File: config.mk
export PLATFORM = sky130hd
export DESIGN_NAME = prog_loader
export DESIGN_NICKNAME = d
export VERILOG_FILES = /design/src/rtl/prog_loader_pkg.sv /design/src/rtl/prog_loader_timer.sv /design/src/rtl/prog_loader.sv
export SDC_FILE = /design/constraint.sdc
export NUM_CORES = 1
export LEC_CHECK = 0
export ABC_AREA = 0
export CORE_ASPECT_RATIO = 1.2
export CORE_UTILIZATION = 40
export CTS_BUF_LIST = sky130_fd_sc_hd__clkbuf_2
export DETAILED_ROUTE_END_ITERATION = 7
export PLACE_DENSITY = 0.68
export SETUP_SLACK_MARGIN = 0.1
export SYNTH_ARGS = -nofsm -noshare
export SYNTH_HDL_FRONTEND = slang
export SYNTH_SLANG_ARGS = --single-unit
export TNS_END_PERCENT = 20
File: constraint.sdc
create_clock -name clk -period 4.4 [get_ports clk]
set_clock_uncertainty 0.15 [all_clocks]
set_input_delay 1.1 -clock clk [delete_from_list [all_inputs] [get_ports clk]]
set_output_delay 1.1 -clock clk [all_outputs]
set_load 0.03 [all_outputs]
File: src/rtl/prog_loader_pkg.sv
// Shared definitions for the serial program loader: frame states,
// default parameters and the running checksum helper.
package prog_loader_pkg;

  localparam int          ADDR_W_DEF    = 10;
  localparam int          DATA_W_DEF    = 18;
  localparam int          BYTE_W        = 8;
  localparam logic [7:0]  SYNC_BYTE_DEF = 8'hA5;
  localparam int          TIMEOUT_DEF   = 1_000_000;

  // One state per frame field; W2/W1/W0 repeat once per instruction word.
  typedef enum logic [3:0] {
    ST_IDLE,
    ST_AH,
    ST_AL,
    ST_LH,
    ST_LL,
    ST_W2,
    ST_W1,
    ST_W0,
    ST_CS
  } state_e;

  // Modulo-256 accumulation used for the frame checksum.
  function automatic logic [7:0] csum_add(input logic [7:0] acc, input logic [7:0] b);
    return acc + b;
  endfunction

endpackage

File: src/rtl/prog_loader_timer.sv
// Inter-byte idle timer. Counts enabled clocks since the last clear and
// pulses expire_o on the TIMEOUT-th idle clock, then restarts from zero.
module loader_timer
  import prog_loader_pkg::*;
#(
  parameter int TIMEOUT = TIMEOUT_DEF
) (
  input  logic clk,
  input  logic rst_n,
  input  logic clr_i,
  input  logic en_i,
  output logic expire_o
);

  localparam int CNT_W = $clog2(TIMEOUT + 1);

  logic [CNT_W-1:0] count_q;

  // A clear in the same cycle wins over expiry: a byte arriving on the last
  // allowed clock still counts as in time.
  assign expire_o = en_i && !clr_i && (count_q == CNT_W'(TIMEOUT - 1));

  // Idle-clock counter, restarted by every received byte and by expiry.
  always_ff @(posedge clk or negedge rst_n) begin
    if (!rst_n) begin
      count_q <= '0;
    end else if (clr_i || expire_o) begin
      count_q <= '0;
    end else if (en_i) begin
      count_q <= count_q + 1'b1;
    end
  end

endmodule

File: src/rtl/prog_loader.sv
// Serial program loader: parses SYNC/ADDR/LEN/words/CSUM frames from a byte
// stream, writes assembled instructions into the program RAM and holds the
// CPU in reset while a frame is in flight or after a failed load.
module prog_loader
  import prog_loader_pkg::*;
#(
  parameter int         ADDR_W    = ADDR_W_DEF,
  parameter int         DATA_W    = DATA_W_DEF,
  parameter logic [7:0] SYNC_BYTE = SYNC_BYTE_DEF,
  parameter int         TIMEOUT   = TIMEOUT_DEF
) (
  input  logic              clk,
  input  logic              rst_n,
  input  logic [7:0]        rx_data,
  input  logic              rx_valid,
  output logic              wr_en,
  output logic [ADDR_W-1:0] wr_addr,
  output logic [DATA_W-1:0] wr_data,
  output logic              cpu_reset,
  output logic              done,
  output logic              error
);

  state_e            state_q;
  logic [ADDR_W-1:0] ptr_q;       // next RAM address to write
  logic [ADDR_W-1:0] cnt_q;       // words remaining minus one
  logic [7:0]        b2_q;        // holds ADDR_H / LEN_H / B2 until the low byte arrives
  logic [7:0]        b1_q;
  logic [7:0]        csum_q;
  logic [7:0]        csum_d;

  logic              wr_en_q;
  logic [ADDR_W-1:0] wr_addr_q;
  logic [DATA_W-1:0] wr_data_q;
  logic              cpu_reset_q;
  logic              done_q;
  logic              error_q;

  logic              tmr_expire;

  assign csum_d = csum_add(csum_q, rx_data);

  // Timer only runs inside a frame; every strobe restarts it.
  loader_timer #(
    .TIMEOUT (TIMEOUT)
  ) u_timer (
    .clk      (clk),
    .rst_n    (rst_n),
    .clr_i    (rx_valid),
    .en_i     (state_q != ST_IDLE),
    .expire_o (tmr_expire)
  );

  // Frame parser with registered outputs; wr_en and done are 1-cycle pulses.
  always_ff @(posedge clk or negedge rst_n) begin
    if (!rst_n) begin
      state_q     <= ST_IDLE;
      ptr_q       <= '0;
      cnt_q       <= '0;
      b2_q        <= '0;
      b1_q        <= '0;
      csum_q      <= '0;
      wr_en_q     <= 1'b0;
      wr_addr_q   <= '0;
      wr_data_q   <= '0;
      cpu_reset_q <= 1'b0;
      done_q      <= 1'b0;
      error_q     <= 1'b0;
    end else begin
      wr_en_q <= 1'b0;
      done_q  <= 1'b0;
      if (tmr_expire) begin
        // Abandoned frame: keep the core parked, flag it.
        state_q <= ST_IDLE;
        error_q <= 1'b1;
      end else if (rx_valid) begin
        if (state_q != ST_IDLE) begin
          csum_q <= csum_d;
        end
        unique case (state_q)
          ST_IDLE: begin
            if (rx_data == SYNC_BYTE) begin
              state_q     <= ST_AH;
              cpu_reset_q <= 1'b1;
              error_q     <= 1'b0;
              csum_q      <= '0;
            end
          end
          ST_AH: begin
            b2_q    <= rx_data;
            state_q <= ST_AL;
          end
          ST_AL: begin
            // Truncation keeps only the low ADDR_W bits of {ADDR_H, ADDR_L}.
            ptr_q   <= ADDR_W'({b2_q, rx_data});
            state_q <= ST_LH;
          end
          ST_LH: begin
            b2_q    <= rx_data;
            state_q <= ST_LL;
          end
          ST_LL: begin
            cnt_q   <= ADDR_W'({b2_q, rx_data});
            state_q <= ST_W2;
          end
          ST_W2: begin
            b2_q    <= rx_data;
            state_q <= ST_W1;
          end
          ST_W1: begin
            b1_q    <= rx_data;
            state_q <= ST_W0;
          end
          ST_W0: begin
            wr_en_q   <= 1'b1;
            wr_addr_q <= ptr_q;
            wr_data_q <= DATA_W'({b2_q, b1_q, rx_data});
            ptr_q     <= ptr_q + 1'b1;   // wraps silently at the top of RAM
            if (cnt_q == '0) begin
              state_q <= ST_CS;
            end else begin
              cnt_q   <= cnt_q - 1'b1;
              state_q <= ST_W2;
            end
          end
          ST_CS: begin
            state_q <= ST_IDLE;
            if (csum_d == 8'h00) begin
              done_q      <= 1'b1;
              cpu_reset_q <= 1'b0;
            end else begin
              error_q     <= 1'b1;
            end
          end
          default: state_q <= ST_IDLE;
        endcase
      end
    end
  end

  assign wr_en     = wr_en_q;
  assign wr_addr   = wr_addr_q;
  assign wr_data   = wr_data_q;
  assign cpu_reset = cpu_reset_q;
  assign done      = done_q;
  assign error     = error_q;

endmodule
* Word level (Yosys, flattened, before mapping)
Cells that the tools add are included.
Operators by class: add/subtract/negate cells 4, muxes and demuxes 28, reductions and logical operators 24, equality and inequality tests 15, bitwise logic cells 1
Operator list (number):
- $mux 20 | 2
- $pmux 10 s2 | 2
- $pmux 4 s8 | 1
- $mux 8 | 3
- $add 20x1->20 const B | 1
- $eq 20x20->1 const B | 1
- $eq 4x3->1 const B | 4
- $mux 4 | 4
- $mux 1 | 13
- $reduce_and 3->1 | 4
- $add 10x1->10 const B | 1
- $logic_not 10->1 | 1
- $mux 10 | 1
- $reduce_bool 2->1 | 5
- $sub 10x1->10 const B | 1
- $add 8x8->8 | 1
- $eq 4x2->1 const B | 2
- $eq 8x8->1 const B | 1
- $logic_not 8->1 | 1
- $reduce_and 4->1 | 2
- $ne 2x2->1 const B | 3
- $ne 3x2->1 const B | 2
- $reduce_and 5->1 | 1
- $eq 4x1->1 const B | 1
- 11 further kinds | 14
Storage, ports and cells: register bits 94, output and inout port bits 32, logic and storage cells 85, input bits 11

* Logic depth before layout (Yosys ltp)
depth in word-level cells 6, depth in mapped cells 9, depth with buffers taken out 7

* Hierarchy
A second synthesis with hierarchy kept.
Unflattened totals: cell total of the unflattened synthesis 476, area, all modules 4785.8 µm²
Modules (own cells, without submodules):
- prog_loader | area each 3724.8 µm², instances 1, cells an instance 369
- loader_timer | area each 1061.0 µm², instances 1, cells an instance 107

* Worst setup path after synthesis
Ideal clock, no wire load.
kind input port to flip-flop, start point input rx_data[0], end point register error_q, in the netlist error, arrival 3.136 ns, library setup time 0.126 ns, required time 4.124 ns, slack 0.988 ns, path buffers 0, cell stages on the path 7, cells stage by stage ha_1 fa_1 a211oi_2 o21ba_2 o221ai_1 or4_4 a221o_1
Between the ends: longest elaborated chain between the ends 4, elaborated cells between the ends (all ways) 6
Ends and longest elaborated chain:
- from (decl) | line prog_loader.sv:14 | input logic [7:0] rx_data,
- $add 8x8->8 | line prog_loader_pkg.sv:26 | return acc + b;
- $logic_not 8->1 | line prog_loader.sv:128 | if (csum_d == 8'h00) begin
- $ne 3x2->1 (no source line)
- $reduce_and 4->1 (no source line) (*)
- to (signal assigned) | line prog_loader.sv:68 | error_q <= 1'b0;
- to (signal assigned) | line prog_loader.sv:75 | error_q <= 1'b1;
- to (signal assigned) | line prog_loader.sv:132 | error_q <= 1'b1;
- to (decl) | line prog_loader.sv:37 | logic error_q;
Mark *: on every way between the ends. The rest lies on a longest branch, timed or not. A chain may end at the register's enable or synchronous reset.

* Worst setup path after layout
Ends and elaborated chain as after synthesis.

==> impl_metrics.ini <==
[clock_tree]
hold_buffers = 0
cts_setup_buffers = 0
cts_resized = 0
cts_made_buffers = 9
clock_latency_ps = 550
cts.sinks = 94
cts_buffer_depth = 2
cts_root_buf = clkbuf_2
cts_tree = yes
h-tree-depth = 3
clk_pin_slew_worst_paths_ps = 250

[timing]
setup_ws_ps = 897.8
maxSlewHeadroom_pct = 54.16
slew_violations = 0
rsz0062_at_grt = false
layout_min_cycle_time_ps = 3502
setup_viol = 0
fin_tns_setup_ps = 0
max_freq_ghz = 0.2855
post-route-period-util_pct = 79.60
worst_pin_slew_ps = 687.6
hold_violations = 0

[synthesis]
syn_area_per_cell_um2 = 10.65
ys_types = 58
synthSimpleGateAreaFrac_pct = 17.09
syn-num-nets = 468
ys_ff_latch = 94
synth_compound_area_share_pct = 13.22
ys.flop_type = dfrtp_1
ys_warn_count = 0
synth_top_family_by_area = simple AND/OR/NAND/NOR gates
ys_async_sr_fraction_pct = 100.0
synth.yosys.seq_area_share_pct = 49.50
synth.area.mux_share_pct = 9.189
synth-adder-area-share_pct = 3.054
postSynthCellCount = 446
synth-edff-count = 0
synth_xor_area_share_pct = 4.423
synth_area_mm2 = 0.004752

[worst_setup_path]
arrival_ps = 3830
max_stage_delay_ps = 550
cpMaxStageDelayCell = or4_4
critPathRequiredTime_ps = 4720
rrSetupSlack_ps = 1580
cp_top_family = compound AO/OA/AOI/OAI gates
worstPathMaxFanout = 4
crit_buf_inv = 1
crit_chain = clkdlybuf4s50_1 -> ha_1 -> fa_1 -> a211oi_2 -> o21ba_2 -> o221ai_1 -> or4_4 -> a221o_1
crit_path_start_kind = primary input
path_class = in -> reg
end_kind = flop

[pwr]
p_leak_nw = 2.268
swShare_pct = 40.72
internal-power_mw = 2.038
power.density_mw_per_mm2 = 631.6
ir_drop_uv = 243.2
seqPwrFrac_pct = 42.1
switchingPower_mw = 1.400
p_comb_share_pct = 45.5
pwr-share-clk_pct = 12.4

[outcome]
run_status = complete, no violations

[floorplan]
die_h_um = 121.4
fp.coreArea_mm2 = 0.01157
initial_core_util_pct = 41.08
design.die.area_mm2 = 0.01232
die_w_um = 101.5
io_pins = 43
num_rows = 43

[routing]
drc = 0
drt_wl_total_um = 10080
ant_nets = 0
firstDrtPassIters = 4
route.vias.total = 3549
wl_per_cell_um = 15.46
vias_per_cell = 5.443
first_iter_violations = 209

[cells_and_area]
antennaDiodeCount = 0
fin_nets = 512
final_layout_size_suffix_gt1_share_pct = 15.35
syn2layout_area_growth_pct = 14.56
final_core_util_pct = 47.06

[global_route]
grt_start_max_net_pins = 36
grt_pass1_wl_um = 16930
grt_pass1_vias = 3399
antenna_found_initial = 0
gr-usage-all-layers_pct = 17.74
grt-ovfl-total = 0

[place]
dpl_worst_slack_ps = 280.5
gp_congestion = 0.8627
place.detailed.hpwl_um = 7270
place.port_buffers = 42

[flow_run]
maxCapViolations = 0

[min_path]
hold_class = in -> async
## metal layers
| layer | vias to the layer above | share of wire, % | global-route usage [%] |
|---|---|---|---|
| li1 | 1716 | - | - |
| met1 | 1743 | 45 | 22.70 |
| met2 | 78 | 50 | 30.11 |
| met3 | 12 | 3.8 | 3.456 |
| met4 | 0 | 1.3 | 5.163 |
| met5 | - | 0 | 0 |
## flip-flops by register name (all words and copies together), names as in the netlist
| register | count |
|---|---|
| state_q | 4 |
| cpu_reset | 1 |
| done | 1 |
| wr_en | 1 |
| u_timer.count_q | 20 |
| wr_addr | 10 |
| csum_q | 8 |
| wr_data | 18 |
| ptr_q | 10 |
| error | 1 |
| b2_q | 2 |
| cnt_q | 10 |
| b1_q | 8 |
## synthesized netlist by cell type (4+ instances only)
library cell  instances  area share, %
nand4_1               6           0.79
dfrtp_1              94             49
clkbuf_1             10           0.79
o21ai_1               5           0.53
ha_1                 10            2.6
nand2_1              33            2.6
xor2_1               11            2.0
buf_6                 6            1.4
o31ai_1               4           0.63
or3_1                 7           0.92
o21ai_0              21            2.2
nor3_1               10            1.1
o211ai_1              4           0.63
a21oi_1              23            2.4
buf_2                 5           0.53
and3_1                5           0.66
a2bb2oi_1             4           0.74
nand3_1              20            2.1
mux2_2               36            8.5
o22ai_1               5           0.66
nor4_1                6           0.79
xnor2_1              13            2.4
inv_1                10           0.79
nor2_1               43            3.4
a22o_1               11            2.0
## power groups by stage
stage	Sequential (mW)	Combinational, mW	Clock [mW]
final	1.45	1.56	0.428
after global routing	1.50	1.71	0.484
after CTS	1.45	1.57	0.445
after detailed placement	1.47	1.57	0
after global placement	1.46	1.54	0
after floorplan	1.64	0.923	0
## per-stage QoR
step	hold slack (ps)	cells	instance area (um2)	power, mW
after global routing	228.5	652	5444	3.698
after CTS	236.5	652	5444	3.468
after floorplan	302.6	446	4752	2.561
after global placement	316.4	636	5326	2.993
after detailed placement	321.7	636	5326	3.039
final	276.6	652	5444	3.438
## logic make-up (layout without fill, tap and decap cells)
logic type                 Yosys count  in the layout
AOI/OAI and AO/OA                   94             94
xor gates and xnor gates            24             24
adders and majority gates           11             11
buffers and inverters               31             80
DFF                                 94             94
muxes                               39             39
and+or+nand+nor                    153            153
## cell usage in the layout (no fill, tap or decap), drive strengths merged, types with 4 or more instances in the layout
cell / count
buf: 13
nor4: 6
mux2: 37
clkinv: 4
or3: 7
a21oi: 24
o211ai: 4
xor2: 11
nand2: 33
a2bb2oi: 4
a22o: 11
o21ai: 26
o31ai: 4
inv: 11
nor3: 11
nor4b: 4
o22ai: 5
nand4: 6
nand3: 21
clkbuf: 9
clkdlybuf4s50: 41
ha: 10
and3: 5
nor2: 43
dfrtp: 94
xnor2: 13
## final cells by class
| type | count | area (um2) |
|---|---|---|
| fill | 1063 | 6123 |
| clock inverter | 7 | 72.57 |
| multi-input combinational | 321 | 2232 |
| inverter | 10 | 37.54 |
| timing repair buffer | 54 | 508.0 |
| sequential | 94 | 2352 |
| tap | 157 | 196.4 |
| clock buffer | 9 | 45.04 |
## path summary, 6_finish.rpt
path,start,to,cells after the start
worst max-delay path,rx_data[0],error,8
worst max register to register,csum_q[0],error,7
worst min-delay path,rst_n,wr_data[17],1
min in group clk,wr_data[0],wr_data[0],2
worst min register to register,wr_data[0],wr_data[0],2
max in group asynchronous,rst_n,b1_q[2],2
(Power assumes the default switching activity.)
